--- src/rtl/cpu_pkg.sv ---
// Shared types for the CPU phase sequencer: opcode map, state encoding, control vector.
package cpu_pkg;

  localparam int OPC_W = 3;

  localparam logic [OPC_W-1:0] HLT = 3'd0;
  localparam logic [OPC_W-1:0] SKZ = 3'd1;
  localparam logic [OPC_W-1:0] ADD = 3'd2;
  localparam logic [OPC_W-1:0] AND = 3'd3;
  localparam logic [OPC_W-1:0] XOR = 3'd4;
  localparam logic [OPC_W-1:0] LDA = 3'd5;
  localparam logic [OPC_W-1:0] STO = 3'd6;
  localparam logic [OPC_W-1:0] JMP = 3'd7;

  // PH0..PH7 share their phase number with the low three bits of the encoding.
  typedef enum logic [3:0] {
    S_PH0  = 4'd0,
    S_PH1  = 4'd1,
    S_PH2  = 4'd2,
    S_PH3  = 4'd3,
    S_PH4  = 4'd4,
    S_PH5  = 4'd5,
    S_PH6  = 4'd6,
    S_PH7  = 4'd7,
    S_RST  = 4'd8,
    S_HALT = 4'd9
  } state_t;

  typedef struct packed {
    logic       sel;
    logic       rd;
    logic       wr;
    logic       ld_ir;
    logic       ld_ac;
    logic       inc_pc;
    logic       ld_pc;
    logic       data_e;
    logic       halt;
    logic [2:0] phase;
  } ctrl_t;

  function automatic logic is_aluop(input logic [OPC_W-1:0] op);
    return (op == ADD) || (op == AND) || (op == XOR) || (op == LDA);
  endfunction

endpackage

--- src/rtl/cpu_phase_ctrl_if.sv ---
// Sequencer <-> datapath bundle. Optional step input exists only with CPU_SINGLE_STEP_EN.
interface cpu_phase_ctrl_if;
  import cpu_pkg::*;

  logic [OPC_W-1:0] opcode;
  logic             zero;
`ifdef CPU_SINGLE_STEP_EN
  logic             step;
`endif
  logic             sel;
  logic             rd;
  logic             wr;
  logic             ld_ir;
  logic             ld_ac;
  logic             inc_pc;
  logic             ld_pc;
  logic             data_e;
  logic             halt;
  logic [2:0]       phase;

  modport master (
    input  opcode, zero,
`ifdef CPU_SINGLE_STEP_EN
    input  step,
`endif
    output sel, rd, wr, ld_ir, ld_ac, inc_pc, ld_pc, data_e, halt, phase
  );

  modport slave (
    output opcode, zero,
`ifdef CPU_SINGLE_STEP_EN
    output step,
`endif
    input  sel, rd, wr, ld_ir, ld_ac, inc_pc, ld_pc, data_e, halt, phase
  );

endinterface

--- src/rtl/cpu_phase_decode.sv ---
// Combinational decode of the state being entered into the control vector it must present.
module cpu_phase_decode
  import cpu_pkg::*;
(
  input  state_t           next_state,
  input  logic [OPC_W-1:0] opcode,
  input  logic             zero,
  output ctrl_t            ctrl
);

  logic alu;
  assign alu = is_aluop(opcode);

  always_comb begin
    ctrl = '0;
    case (next_state)
      S_PH0: ctrl.sel = 1'b1;
      S_PH1: begin
        ctrl.sel = 1'b1;
        ctrl.rd  = 1'b1;
      end
      S_PH2, S_PH3: begin
        ctrl.sel   = 1'b1;
        ctrl.rd    = 1'b1;
        ctrl.ld_ir = 1'b1;
      end
      S_PH4: begin
        ctrl.inc_pc = 1'b1;
        ctrl.halt   = (opcode == HLT);
      end
      S_PH5: ctrl.rd = alu;
      S_PH6: begin
        // zero is only looked at on the way into PH6
        ctrl.rd     = alu;
        ctrl.inc_pc = (opcode == SKZ) && zero;
        ctrl.ld_pc  = (opcode == JMP);
        ctrl.data_e = (opcode == STO);
      end
      S_PH7: begin
        ctrl.rd     = alu;
        ctrl.ld_ac  = alu;
        ctrl.inc_pc = (opcode == JMP);
        ctrl.ld_pc  = (opcode == JMP);
        ctrl.wr     = (opcode == STO);
        ctrl.data_e = (opcode == STO);
      end
      S_HALT: begin
        ctrl.halt  = 1'b1;
        ctrl.phase = 3'd4;
      end
      default: ctrl = '0;
    endcase
    if (next_state inside {S_PH0, S_PH1, S_PH2, S_PH3, S_PH4, S_PH5, S_PH6, S_PH7})
      ctrl.phase = next_state[2:0];
  end

endmodule

--- src/rtl/cpu_phase_ctrl.sv ---
// Eight-phase instruction sequencer; all outputs registered from the decode of the next state.
// Optional single-step hold in PH0 is enabled by defining CPU_SINGLE_STEP_EN.
module cpu_phase_ctrl
  import cpu_pkg::*;
#(
  parameter int OPC_W       = cpu_pkg::OPC_W,
  parameter int HALT_STICKY = 1
) (
  input  logic              clk,
  input  logic              rst_n,
  cpu_phase_ctrl_if.master  bus
);

  state_t           state_reg;
  state_t           state_next;
  ctrl_t            ctrl_reg;
  ctrl_t            ctrl_next;
  logic [OPC_W-1:0] opc;
  logic             advance;

  assign opc = bus.opcode;

`ifdef CPU_SINGLE_STEP_EN
  assign advance = bus.step;
`else
  assign advance = 1'b1;
`endif

  always_comb begin
    state_next = state_reg;
    case (state_reg)
      S_RST:  state_next = S_PH0;
      S_PH0:  state_next = advance ? S_PH1 : S_PH0;
      S_PH1:  state_next = S_PH2;
      S_PH2:  state_next = S_PH3;
      S_PH3:  state_next = S_PH4;
      S_PH4:  state_next = ((HALT_STICKY != 0) && (opc == HLT)) ? S_HALT : S_PH5;
      S_PH5:  state_next = S_PH6;
      S_PH6:  state_next = S_PH7;
      S_PH7:  state_next = S_PH0;
      S_HALT: state_next = S_HALT;
      default: state_next = S_RST;
    endcase
  end

  cpu_phase_decode u_decode (
    .next_state (state_next),
    .opcode     (opc),
    .zero       (bus.zero),
    .ctrl       (ctrl_next)
  );

  always_ff @(posedge clk or negedge rst_n) begin
    if (!rst_n) begin
      state_reg <= S_RST;
      ctrl_reg  <= '0;
    end else begin
      state_reg <= state_next;
      ctrl_reg  <= ctrl_next;
    end
  end

  assign bus.sel    = ctrl_reg.sel;
  assign bus.rd     = ctrl_reg.rd;
  assign bus.wr     = ctrl_reg.wr;
  assign bus.ld_ir  = ctrl_reg.ld_ir;
  assign bus.ld_ac  = ctrl_reg.ld_ac;
  assign bus.inc_pc = ctrl_reg.inc_pc;
  assign bus.ld_pc  = ctrl_reg.ld_pc;
  assign bus.data_e = ctrl_reg.data_e;
  assign bus.halt   = ctrl_reg.halt;
  assign bus.phase  = ctrl_reg.phase;

endmodule

--- src/flat_wrapper.sv ---
// flat-port wrapper written by rule: the top's interface ports become plain ports
module cpu_phase_ctrl_flat import cpu_pkg::*;
#(
  parameter int OPC_W       = cpu_pkg::OPC_W,
  parameter int HALT_STICKY = 1
)
  (clk, rst_n, bus_opcode, bus_zero, bus_sel, bus_rd, bus_wr, bus_ld_ir, bus_ld_ac, bus_inc_pc, bus_ld_pc, bus_data_e, bus_halt, bus_phase);
  cpu_phase_ctrl_if bus_i ();
  input  logic clk;
  input  logic rst_n;
  input wire logic [$bits(bus_i.opcode)-1:0] bus_opcode;
  input wire logic [$bits(bus_i.zero)-1:0] bus_zero;
  output wire logic [$bits(bus_i.sel)-1:0] bus_sel;
  output wire logic [$bits(bus_i.rd)-1:0] bus_rd;
  output wire logic [$bits(bus_i.wr)-1:0] bus_wr;
  output wire logic [$bits(bus_i.ld_ir)-1:0] bus_ld_ir;
  output wire logic [$bits(bus_i.ld_ac)-1:0] bus_ld_ac;
  output wire logic [$bits(bus_i.inc_pc)-1:0] bus_inc_pc;
  output wire logic [$bits(bus_i.ld_pc)-1:0] bus_ld_pc;
  output wire logic [$bits(bus_i.data_e)-1:0] bus_data_e;
  output wire logic [$bits(bus_i.halt)-1:0] bus_halt;
  output wire logic [$bits(bus_i.phase)-1:0] bus_phase;
  assign bus_i.opcode = bus_opcode;
  assign bus_i.zero = bus_zero;
  assign bus_sel = bus_i.sel;
  assign bus_rd = bus_i.rd;
  assign bus_wr = bus_i.wr;
  assign bus_ld_ir = bus_i.ld_ir;
  assign bus_ld_ac = bus_i.ld_ac;
  assign bus_inc_pc = bus_i.inc_pc;
  assign bus_ld_pc = bus_i.ld_pc;
  assign bus_data_e = bus_i.data_e;
  assign bus_halt = bus_i.halt;
  assign bus_phase = bus_i.phase;
  cpu_phase_ctrl #(.OPC_W(OPC_W), .HALT_STICKY(HALT_STICKY)) u_core (.clk(clk), .rst_n(rst_n), .bus(bus_i));
endmodule
--- config.mk ---
export PLATFORM = sky130hd
export DESIGN_NAME = cpu_phase_ctrl_flat
export DESIGN_NICKNAME = d
export VERILOG_FILES = /design/src/rtl/cpu_pkg.sv /design/src/rtl/cpu_phase_ctrl_if.sv /design/src/rtl/cpu_phase_decode.sv /design/src/rtl/cpu_phase_ctrl.sv /design/src/flat_wrapper.sv
export SDC_FILE = /design/constraint.sdc
export NUM_CORES = 1
export LEC_CHECK = 0
export CAP_MARGIN = 20
export CORE_MARGIN = 4
export CORE_UTILIZATION = 41
export CTS_CLUSTER_SIZE = 12
export DETAILED_ROUTE_END_ITERATION = 12
export PLACE_DENSITY = 0.82
export SETUP_SLACK_MARGIN = 0.02
export SLEW_MARGIN = 10
export SYNTH_ARGS = -nofsm -noshare
export SYNTH_HDL_FRONTEND = slang
export SYNTH_SLANG_ARGS = --single-unit
export TNS_END_PERCENT = 30
--- constraint.sdc ---
create_clock -name clk -period 1.03 [get_ports clk]
set_input_delay 0.1545 -clock clk [delete_from_list [all_inputs] [get_ports clk]]
set_output_delay 0.1545 -clock clk [all_outputs]
set_load 0.02 [all_outputs]
# Word-level counts from Yosys, hierarchy flattened
# Index checks and enable logic that the tools add are counted.
# classes
bitwise_logic,0
n_reduce_logical,14
n_lt_le_gt_ge,0
multipliers,0
shift,0
n_addsub,0
n_div,0
n_eq_ne,24
mux,12
# op_table
cell,n
$pmux 4 s9,1
$eq 4x3->1 const B,8
$eq 4x2->1 const B,4
$eq 3x3->1 const B,4
$eq 4x4->1 const B,3
$eq 4x1->1 const B,2
$logic_not 4->1,2
$reduce_bool 8->1,1
$eq 3x2->1 const B,2
$mux 3,2
$reduce_or 2->1,3
$reduce_or 3->1,2
$mux 1,4
$mux 4,1
$pmux 1 s2,2
$reduce_or 4->1,1
$eq 3x1->1 const B,1
$logic_not 3->1,1
$logic_or 1x1->1,3
$pmux 1 s3,1
$mux 2,1
$logic_and 1x1->1,1
# word_totals
ram_bits,0
inputBits,6
wordCells,61
romBits,0
latchBits,0
memories,0
output_inout_bits,12
reg_bits,16

# Longest topological paths before layout
# logic_depth
depth_word,6
ltp_mapped,4
mapped_depth_nobuf,3

# Cells and area by module
# A second synthesis with hierarchy kept.
# unflattened
hier_cells,54
area_unflattened_um2,664.4
# modules_own_cells
mod,area_per_inst_um2,seq_area_each_um2,n_inst,cells_each
cpu_phase_ctrl,481.7,401.6,1,28
cpu_phase_decode,182.7,0.0,1,26

# Least setup slack after synthesis
# No wires, ideal clock.
# synth_path
path_kind,reg2reg
start,register u_core.state_reg[0]
end,"register u_core.ctrl_reg, in the netlist u_core.bus.inc_pc"
n_path_buf,1
t_arrival_ps,981
t_required_ps,905
period_less_slack_ps,1107
stages_incl_launch_ff,5
setup_slack_ps,-77
setup_ps,125
path_cell_list,dfrtp_1 -> buf_4 -> and3b_1 -> a311oi_2 -> nor3_2
# synth_lines
item,line_no,source
start: declaration,cpu_phase_ctrl.sv:14,state_t state_reg;
start signal: assignment,cpu_phase_ctrl.sv:58,state_reg <= state_next;
end signal: assignment,cpu_phase_ctrl.sv:59,ctrl_reg <= ctrl_next;
end: declaration,cpu_phase_ctrl.sv:16,ctrl_t ctrl_reg;

==> results.txt <==
----------------------------------------------------
[Die]
  Area of the placeable core ... roughly 0.0015 mm2
  Die height ... between 40 and 50 um
  Top-level I/O count ... 18
  Number of core rows ... 14
  Width of the chip ... around 49 um
  Die area ... 0.00237 mm2
  Starting utilization of the core area ... 0.441

[Layout]
  Max FFs per register ... 4
  Most common library cell in the layout ignoring fill and taps ... dfrtp_1
  Proportion of layout cells with a drive suffix above 1 ... 0.460
  Most frequent cells in the layout ... dfrtp_1 (13), buf_2 (12), buf_4 (10), nor2_1 (6)
  # nets final ... 94
  Synth-to-Final Area Change ... 38.5%
  Count of placed standard cells in the final layout, fillers left out ... 103
  Layout Cell Area excl Fill ... approximately 940 um2
  Fill cell instance count of the final layout ... between 100 and 150
  Diode count ... 0

[CTS]
  Post-CTS Repair Setup Buffers ... 0
  Cell chosen for the clock root ... clkbuf_4
  Maximum buffer depth of the clock tree ... 2
  Depth of the CTS H-tree ... 1
  Cts hold-fix bufs ... 0
  TritonCTS clock tree ... built
  Clock transition at the registers of the reported paths ... about 0.090 ns
  Clk sinks ... 16
  Total clock buffers created by CTS ... 3
  Clock latency on the worst-skew pair ... ~0.29 ns

[Setup path]
  Worst Setup End Kind ... flip-flop
  Path type of the worst setup path ... flip-flop to flip-flop
  Endpoint required time on the critical path ... about 1.3 ns
  Beginning of the worst register-to-register path ... u_core.state_reg[1]$_DFF_PN0_
  Cell count of the worst reg-to-reg path ... 4
  Worst path arrival time ... roughly 1.3 ns
  Crit Reg-Reg Endpoint ... u_core.bus.halt$_DFF_PN0_
  Crit Path Max Fanout ... 8
  Worst Setup Start Kind ... flip-flop
  Register-to-register setup slack ... -0.09 ns

[Status]
  Status ... finished with violations
  Failing checks ... setup timing

[Global route]
  Antenna violations before repair ... 0
  GR Util All Layers ... 0.119
  Total overflow reported by the global router ... 0
  Vias in the first global route ... ~570
  Global-route wire length before repair ... 2260 um
  Pin count of the biggest net entering global routing ... 17

[Place]
  Post-DP HPWL ... 1020 um
  Quantity of I/O buffers inserted on ports ... 17
  Cell count after placement ... 99
  Total cell area at the placement stage ... 941 um2
  Global placement routability congestion ... 0.851
  Worst setup slack after placement ... -0.318 ns

[Drt]
  Met2 Routed Length ... 709 um
  Number of remaining DRC errors ... 0
  First-pass iteration count of the detailed router ... 4
  Avg WL per Cell ... approximately 13 um
  Residual antenna-violating net count after detailed routing ... 0
  Met3 routed wirelength ... ~91 um
  Via count ... 534
  Routed metal-1 wirelength ... approximately 540 um
  Vias per cell ... roughly 5.2
  Total Routed Length ... approximately 1400 um
  Highest metal layer with signal wires ... met4
  First DRT Iteration DRCs ... 8

[Run]
  Max Cap Viol ... 0

[STA]
  Sum Neg Setup Slack ... -0.533 ns
  Number of failing hold endpoints at the final stage ... 0
  Least setup slack across all paths after layout ... -0.0915 ns
  Hold slack final ... between 0.15 and 0.2 ns
  Setup skew after layout ... between 0.002 and 0.0025 ns
  Final count of negative-setup-slack endpoints ... 11
  Final min period ... 1.12 ns
  Fmax achieved ... between 800 and 900 MHz
  Worst slew margin relative to its limit ... 0.836
  Crit share post-route ... 1.09
  Pins over their slew limit ... 0
  Slew at the pin closest to its max-slew limit ... 0.245 ns
  RSZ-0062 raised after global routing ... true

[Logic synthesis]
  Net count after synthesis ... 64
  Number of flip-flops and latches in the synthesized netlist ... 16
  Post-Synthesis Cells ... 58
  Post-synthesis instance area ... between 600 and 700 um2
  Count of warnings emitted by yosys ... 0
  Per-instance average area after synthesis ... about 12 um2
  Yosys cell types ... 27
  Share of synthesized area occupied by flip-flops and latches ... 0.591

[Power and ir drop]
  Total power per unit cell area ... 2990 mW/mm2
  VDD IR-drop max ... about 1.7 mV
  Static leakage power ... around 0.45 nW

[Hold path]
  Class of the tightest hold or removal check ... input pin to async pin

----------------------------------------------------
-- stage by stage --
step / total power [mW] / util
after floorplan: 1.89 / -
after global placement: 2.44 / 0.610
after detailed placement: 2.49 / 0.610
after CTS: 2.79 / 0.602
after global routing: 3.01 / 0.610
final: 2.81 / 0.610
-- logic make-up after synthesis --
family / after synthesis / synth area share
buffers and inverters: 4 / 0.0313
xor gates and xnor gates: 2 / 0.0258
DFF: 16 / 0.591
AOI/OAI and AO/OA: 11 / 0.107
and+or+nand+nor: 25 / 0.245
-- Yosys cell counts (all sizes together) --
library cell,n,area (um2)
a21boi,1,7.51
a21oi,4,20.0
a311oi,2,23.8
and3b,1,8.76
and4b,1,10.0
buf,3,17.5
dfrtp,15,375
dfstp,1,26.3
inv,1,3.75
nand2,1,3.75
nand2b,3,18.8
nand3b,1,7.51
nand4b,1,8.76
nor2,6,22.5
nor2b,3,28.8
nor3,7,45.0
nor3b,1,12.5
o21ai,3,15.0
o22ai,1,6.26
xnor2,1,8.76
xor2,1,8.76
-- worst max path at each step --
stage	start	to	cells past startpoint
2_1_floorplan	u_core.state_reg[1]$_DFF_PN0_	u_core.bus.inc_pc$_DFF_PN0_	3
3_3_place_gp	bus_opcode[1]	u_core.bus.inc_pc$_DFF_PN0_	4
3_5_place_dp	bus_opcode[2]	u_core.bus.wr$_DFF_PN0_	4
4_1_cts	u_core.state_reg[0]$_DFF_PN0_	u_core.bus.inc_pc$_DFF_PN0_	3
5_1_grt	u_core.state_reg[1]$_DFF_PN0_	u_core.state_reg[0]$_DFF_PN0_	4
6_report	u_core.state_reg[1]$_DFF_PN0_	u_core.bus.halt$_DFF_PN0_	4
-- routing by layer --
metal | up-vias | GRT usage
li1 | 260 | -
met1 | 255 | 0.117
met2 | 16 | 0.220
met3 | 3 | 0.0399
met4 | 0 | 0.0583
met5 | - | 0
-- critical path: stages (launching register included) --
cell      delay (ns)
dfrtp_2         0.47
buf_6           0.14
nor2b_4         0.15
nand3b_1        0.16
o21ai_1         0.12
-- area by class of cell --
| class | instances | area, um2 | share of cell area |
|---|---|---|---|
| Sequential cell | 16 | 404 | 0.430 |
| Multi-Input combinational cell | 38 | 280 | 0.298 |
| Timing Repair Buffer | 28 | 196 | 0.209 |
| Clock buffer | 4 | 36.3 | 0.0386 |
| Tap cell | 16 | 20.0 | 0.0213 |
| Inverter | 1 | 3.75 | 0.00399 |
-- report_power, final --
| part | switching (mW) | total, mW | leakage (nW) | internal [mW] |
|---|---|---|---|---|
| clock network | 0.199 | 0.414 | 0.0210 | 0.215 |
| registers | 0.201 | 1.08 | 0.200 | 0.879 |
| logic | 0.717 | 1.32 | 0.229 | 0.599 |
| total | 1.12 | 2.81 | 0.450 | 1.69 |
-- timing repair --
| item | in CTS | in global routing |
|---|---|---|
| pin swaps | 1 | 0 |
| gates resized for setup | 51 | 4 |
| endpoints found under the setup margin | 25 | 16 |
Power figures use the tool's default switching activity.
